## src/rtl/bcd_to_binary.sv

```systemverilog
// bcd_to_binary
//   Sequential packed-BCD to unsigned binary converter. It uses the reverse
//   double-dabble algorithm and retires one bit per SHIFT cycle.
//
//   Optional build macro: BCD_DIGIT_CHECK_EN
//     defined   : an operand with any nibble > 9 is rejected when it is
//                 accepted. The FSM goes straight to DONE with bin=0, err=1.
//     undefined : no digit check. err is tied to 0. Invalid nibbles run the
//                 normal algorithm and give a deterministic but meaningless
//                 result.
//
//   Ports
//     clk   in   1         rising-edge clock
//     rst   in   1         synchronous, active-high reset
//     start in   1         conversion request, sampled only when idle
//     bcd   in   4*DIGITS  packed BCD operand, digit 0 in bits [3:0]
//     busy  out  1         high in SHIFT and DONE
//     done  out  1         one-cycle pulse; bin/err valid
//     bin   out  4*DIGITS  binary result, held until the next DONE
//     err   out  1         invalid-digit flag (only with BCD_DIGIT_CHECK_EN)
module bcd_to_binary #(
  parameter int DIGITS = 3
) (
  input  logic                clk,
  input  logic                rst,
  input  logic                start,
  input  logic [4*DIGITS-1:0] bcd,
  output logic                busy,
  output logic                done,
  output logic [4*DIGITS-1:0] bin,
  output logic                err
);

  localparam int W     = 4 * DIGITS;
  localparam int CNT_W = $clog2(W) + 1;
  localparam logic [CNT_W-1:0] LAST_SHIFT = CNT_W'(W - 1);

  typedef enum logic [1:0] {
    IDLE  = 2'd0,
    SHIFT = 2'd1,
    DONE  = 2'd2
  } state_t;

  state_t           state;
  state_t           state_nxt;
  logic [W-1:0]     work;
  logic [W-1:0]     result;
  logic [CNT_W-1:0] count;
  logic [W-1:0]     work_nxt;
  logic [W-1:0]     result_nxt;
  logic             last_shift;
  logic             bad_digit;

  // After the right shift, a nibble with its MSB set has received a bit worth
  // 8 from the digit above. In decimal that bit is worth only 5, so take 3 off.
  function automatic logic [W-1:0] fix_nibbles(input logic [W-1:0] v);
    logic [W-1:0] r;
    r = v;
    for (int i = 0; i < DIGITS; i++) begin
      if (v[4*i+3]) r[4*i +: 4] = v[4*i +: 4] - 4'd3;
    end
    return r;
  endfunction

`ifdef BCD_DIGIT_CHECK_EN
  function automatic logic has_bad_digit(input logic [W-1:0] v);
    logic bad;
    bad = 1'b0;
    for (int i = 0; i < DIGITS; i++) begin
      if (v[4*i +: 4] > 4'd9) bad = 1'b1;
    end
    return bad;
  endfunction

  logic err_q;

  assign bad_digit = has_bad_digit(bcd);
  assign err       = err_q;
`else
  assign bad_digit = 1'b0;
  assign err       = 1'b0;
`endif

  // Shift/correct step: compute the next {work, result} pair combinationally.
  always_comb begin
    result_nxt = {work[0], result[W-1:1]};
    work_nxt   = fix_nibbles({1'b0, work[W-1:1]});
  end

  assign last_shift = (count == LAST_SHIFT);

  always_comb begin
    state_nxt = state;
    case (state)
      IDLE: begin
        if (start) state_nxt = bad_digit ? DONE : SHIFT;
      end
      SHIFT: begin
        if (last_shift) state_nxt = DONE;
      end
      DONE: begin
        state_nxt = IDLE;
      end
      default: begin
        state_nxt = IDLE;
      end
    endcase
  end

  assign busy = (state != IDLE);
  assign done = (state == DONE);

  // State and datapath registers, all advanced on the rising edge.
  always_ff @(posedge clk) begin
    if (rst) begin
      state  <= IDLE;
      work   <= '0;
      result <= '0;
      count  <= '0;
      bin    <= '0;
`ifdef BCD_DIGIT_CHECK_EN
      err_q  <= 1'b0;
`endif
    end else begin
      state <= state_nxt;
      case (state)
        IDLE: begin
          if (start) begin
            work   <= bcd;
            result <= '0;
            count  <= '0;
`ifdef BCD_DIGIT_CHECK_EN
            if (bad_digit) begin
              bin   <= '0;
              err_q <= 1'b1;
            end
`endif
          end
        end
        SHIFT: begin
          work   <= work_nxt;
          result <= result_nxt;
          count  <= count + CNT_W'(1);
          if (last_shift) begin
            bin <= result_nxt;
`ifdef BCD_DIGIT_CHECK_EN
            err_q <= 1'b0;
`endif
          end
        end
        default: begin
        end
      endcase
    end
  end

endmodule

```

## config.mk

```make
export PLATFORM = sky130hd
export DESIGN_NAME = bcd_to_binary
export DESIGN_NICKNAME = d
export VERILOG_FILES = /design/src/rtl/bcd_to_binary.sv
export SDC_FILE = /design/constraint.sdc
export NUM_CORES = 1
export LEC_CHECK = 0
export CAP_MARGIN = 20
export CELL_PAD_IN_SITES_DETAIL_PLACEMENT = 1
export CELL_PAD_IN_SITES_GLOBAL_PLACEMENT = 2
export CORE_AREA = 2 2 78 80
export CTS_CLUSTER_DIAMETER = 30
export DETAILED_ROUTE_END_ITERATION = 7
export DIE_AREA = 0 0 80 82
export PLACE_DENSITY_LB_ADDON = 0.05
export SLEW_MARGIN = 20
export SYNTH_ARGS = -nofsm -noshare
export SYNTH_HDL_FRONTEND = slang
export SYNTH_SLANG_ARGS = --single-unit
export TNS_END_PERCENT = 20
```

## constraint.sdc

```tcl
create_clock -name clk -period 4.05 [get_ports clk]
set_clock_uncertainty 0.15 [all_clocks]
set_input_delay 0.81 -clock clk [delete_from_list [all_inputs] [get_ports clk]]
set_output_delay 0.81 -clock clk [all_outputs]
set_load 0.005 [all_outputs]
```

==> metrics.md <==
| Metric | Value |
|---|---|
| FF/Latch Area | `841 um^2` |
| Worst path required time | `4020 ps` |
| Post-CTS Resized | `0` |
| Multi-input logic area | `963 um^2` |
| Synth top area cells | `dfxtp_1, nand2b_1, mux2i_1` |
| RSZ-0062 raised after global routing | `no` |
| CP cell instances | `clkdlybuf4s50_1, or3b_1, a211oi_1, a211oi_1` |
| Crit-path max cell delay | `760 ps` |
| Cells after Synth | `210` |
| Worst hold path type | `reg2reg` |
| Post-layout util | `40.2%` |
| Clk_lat worst skew | `290 ps` |
| # setup viols final | `0` |
| Post-route clock period utilization | `64.1%` |
| Iter 0 DRT Violations | `101` |
| DR vias | `1,547` |
| Crit path time final | `2590 ps` |
| Final Worst Setup Slack | `1460 ps` |
| GPL Wtd Cong | `0.717` |
| Full die area | `6560 um^2` |
| Post-DRT Antenna Nets | `0` |
| Count of flip-flops with a built-in enable after synthesis | `0` |
| Setup_tns | `0 ps` |
| Pleak | `0.753 nW` |
| #FFs+latches synth | `42` |
| Most used cell, CP | `a211oi_1` |
| First-pass DRT Iterations | `5` |
| Share of cells above drive strength 1 | `5.68%` |
| Max Slew Vio Count | `0` |
| Filler Cells Inserted | `686` |
| Num CTS Buffers | `5` |
| Critical Path AT | `2570 ps` |
| Largest net degree at the start of global routing | `39` |
| WL final | `4.54 mm` |
| Commonest cells in the netlist | `dfxtp_1, nand2b_1, a21oi_1` |
| Top_reg_cell synth | `dfxtp_1` |
| Final Hold Viols | `0` |
| Maximum VDD drop | `0.156 mV` |
| Area Growth Syn to Fin | `19.0%` |
| Sink Count | `42` |
| First-pass GRT wire length | `7.66 mm` |
| Yosys top cell by area | `dfxtp_1` |
| Slew margin rel. | `29.5%` |
| Syn Area/Cell | `9.24 um^2` |
| DR DRC count | `0` |
| Max clock buf depth | `2` |
| Fmax | `0.385 GHz` |
| Power per Cell Area | `376 nW/um^2` |
| CTS clk-pin slew, worst paths | `70 ps` |
| Outcome | `complete, no violations` |
| CP Launch Type | `input port` |
| Post-DP HPWL | `2.98 mm` |
| Total GRT Usage | `15.2%` |
| Worst path top cell family by delay | `simple AND/OR/NAND/NOR gates` |
| Setup WS pre-CTS | `1150 ps` |
| Core box area | `5750 um^2` |
| Die height | `82 um` |
| Worst hold slack | `324 ps` |
| Diodes inserted | `0` |
| Area fraction of the dominant cell type after synthesis | `43.4%` |
| Cell Area, Synth | `1940 um^2` |
| Worst path slowest cell | `or3b_1` |
| Wire per inst | `14.9 um` |
| Placement Rows | `28` |
| Ys Warns | `0` |
| Netlist cell types | `42` |
| Start-to-end type of the worst setup path | `in2reg` |
| Register area share after synthesis | `43.4%` |
| H-tree depth | `2` |
| Syn nets | `228` |
| Asr flop ratio synth | `0%` |
| Number of port buffers | `28` |
| Total grt overflow | `0` |
| Crit path buffers/inverters | `1` |
| Nets | `246` |
| Worst-Margin Slew | `1050 ps` |
| Crit-path max FO | `25` |
| Initial antenna violation count | `0` |
| Hold Buf Count CTS | `0` |
| MaxCap Viol Count | `0` |
| Starting Density | `33.8%` |
| Top-count cell post-synth | `dfxtp_1` |
| Number of global-route vias before repair | `1,563` |
| Die width | `80 um` |
| Root buffer cell | `clkbuf_8` |
| IO Pins | `30` |
| CP endpoint kind | `flop` |
| Vias per cell | `5.09` |
| TritonCTS clock tree | `done` |
| Tot Pwr | `868 uW` |
| Setup Fix Bufs, Post-CTS | `0` |
[flip-flops by register name, summed over array words and instances (netlist names)]
signal and flops:
bin 12, state 2, result 11, work 12
count 5
[cell usage in the layout, fill, tap and decap left out, types with 2 or more instances in the layout]
cell type / Yosys / final
a222oi_1: 2 / 2
nor4_1: 4 / 4
clkdlybuf4s50_1: 0 / 28
nand3_1: 13 / 13
xor2_1: 2 / 2
nor3_1: 2 / 2
nand2b_1: 24 / 24
nor2b_1: 6 / 6
mux2i_1: 12 / 12
xnor2_1: 2 / 2
clkbuf_8: 0 / 5
nand2_1: 14 / 14
o221a_1: 2 / 2
a211oi_1: 7 / 7
dfxtp_1: 42 / 42
a21oi_1: 18 / 18
a311oi_1: 2 / 2
nor2_1: 14 / 14
ha_1: 3 / 3
inv_1: 4 / 4
clkbuf_1: 6 / 2
[worst reg2reg max path, stage by stage, from the launching register on]
cell and delay (ps):
dfxtp_1 540, nand2b_4 250, nor4_4 920, mux2i_1 290
[cell families (layout without fill, tap and decap cells)]
group / count (synthesis) / in the layout / share of synthesized area [%]
compound gates: 36 / 36 / 12.5
xor+xnor: 4 / 4 / 1.81
fa+ha+maj: 3 / 3 / 1.94
buf+inv: 22 / 41 / 6.97
flops: 42 / 42 / 43.4
mux: 13 / 13 / 6.77
other cells: 1 / 1 / 0.193
simple gates: 89 / 89 / 26.5
[stage by stage]
stage,cell area [um^2],std cells
final,2310,304
after global routing,2310,304
after CTS,2310,304
after detailed placement,2200,296
after global placement,2200,296
after floorplan,1940,210
[worst paths after layout]
check / from / cells past startpoint / slack, ps / end
min: work[11]$_SDFFE_PP0P_ / 2 / 320 / work[11]$_SDFFE_PP0P_
max reg2reg: state[0]$_SDFFE_PP0P_ / 3 / 1840 / bin[11]$_SDFFE_PP0P_
min reg2reg: work[11]$_SDFFE_PP0P_ / 2 / 320 / work[11]$_SDFFE_PP0P_
max: start / 4 / 1460 / work[2]$_SDFFE_PP0P_
[area by class of cell]
cell class                      instances  area share [%]
Clock inverter                          1            1.30
Tap cell                               75            4.07
Clock buffer                            7            3.31
Inverter                                4           0.651
Timing Repair Buffer                   29            12.5
Multi-Input combinational cell        146            41.8
Sequential cell                        42            36.4
[per-layer routing]
metal  global-route usage, %  share of wire, %
met1                    17.9                45
met2                    26.7                50
met3                    3.63               3.5
met4                    5.59               1.1
met5                       0                 0
[power by group]
group	switching (mW)	leakage [nW]	internal, mW
clock network	0.145	0.0524	0.185
logic	0.0519	0.360	0.0435
registers	0.0158	0.341	0.427
total	0.213	0.753	0.655
Power figures use the tool's default switching activity.
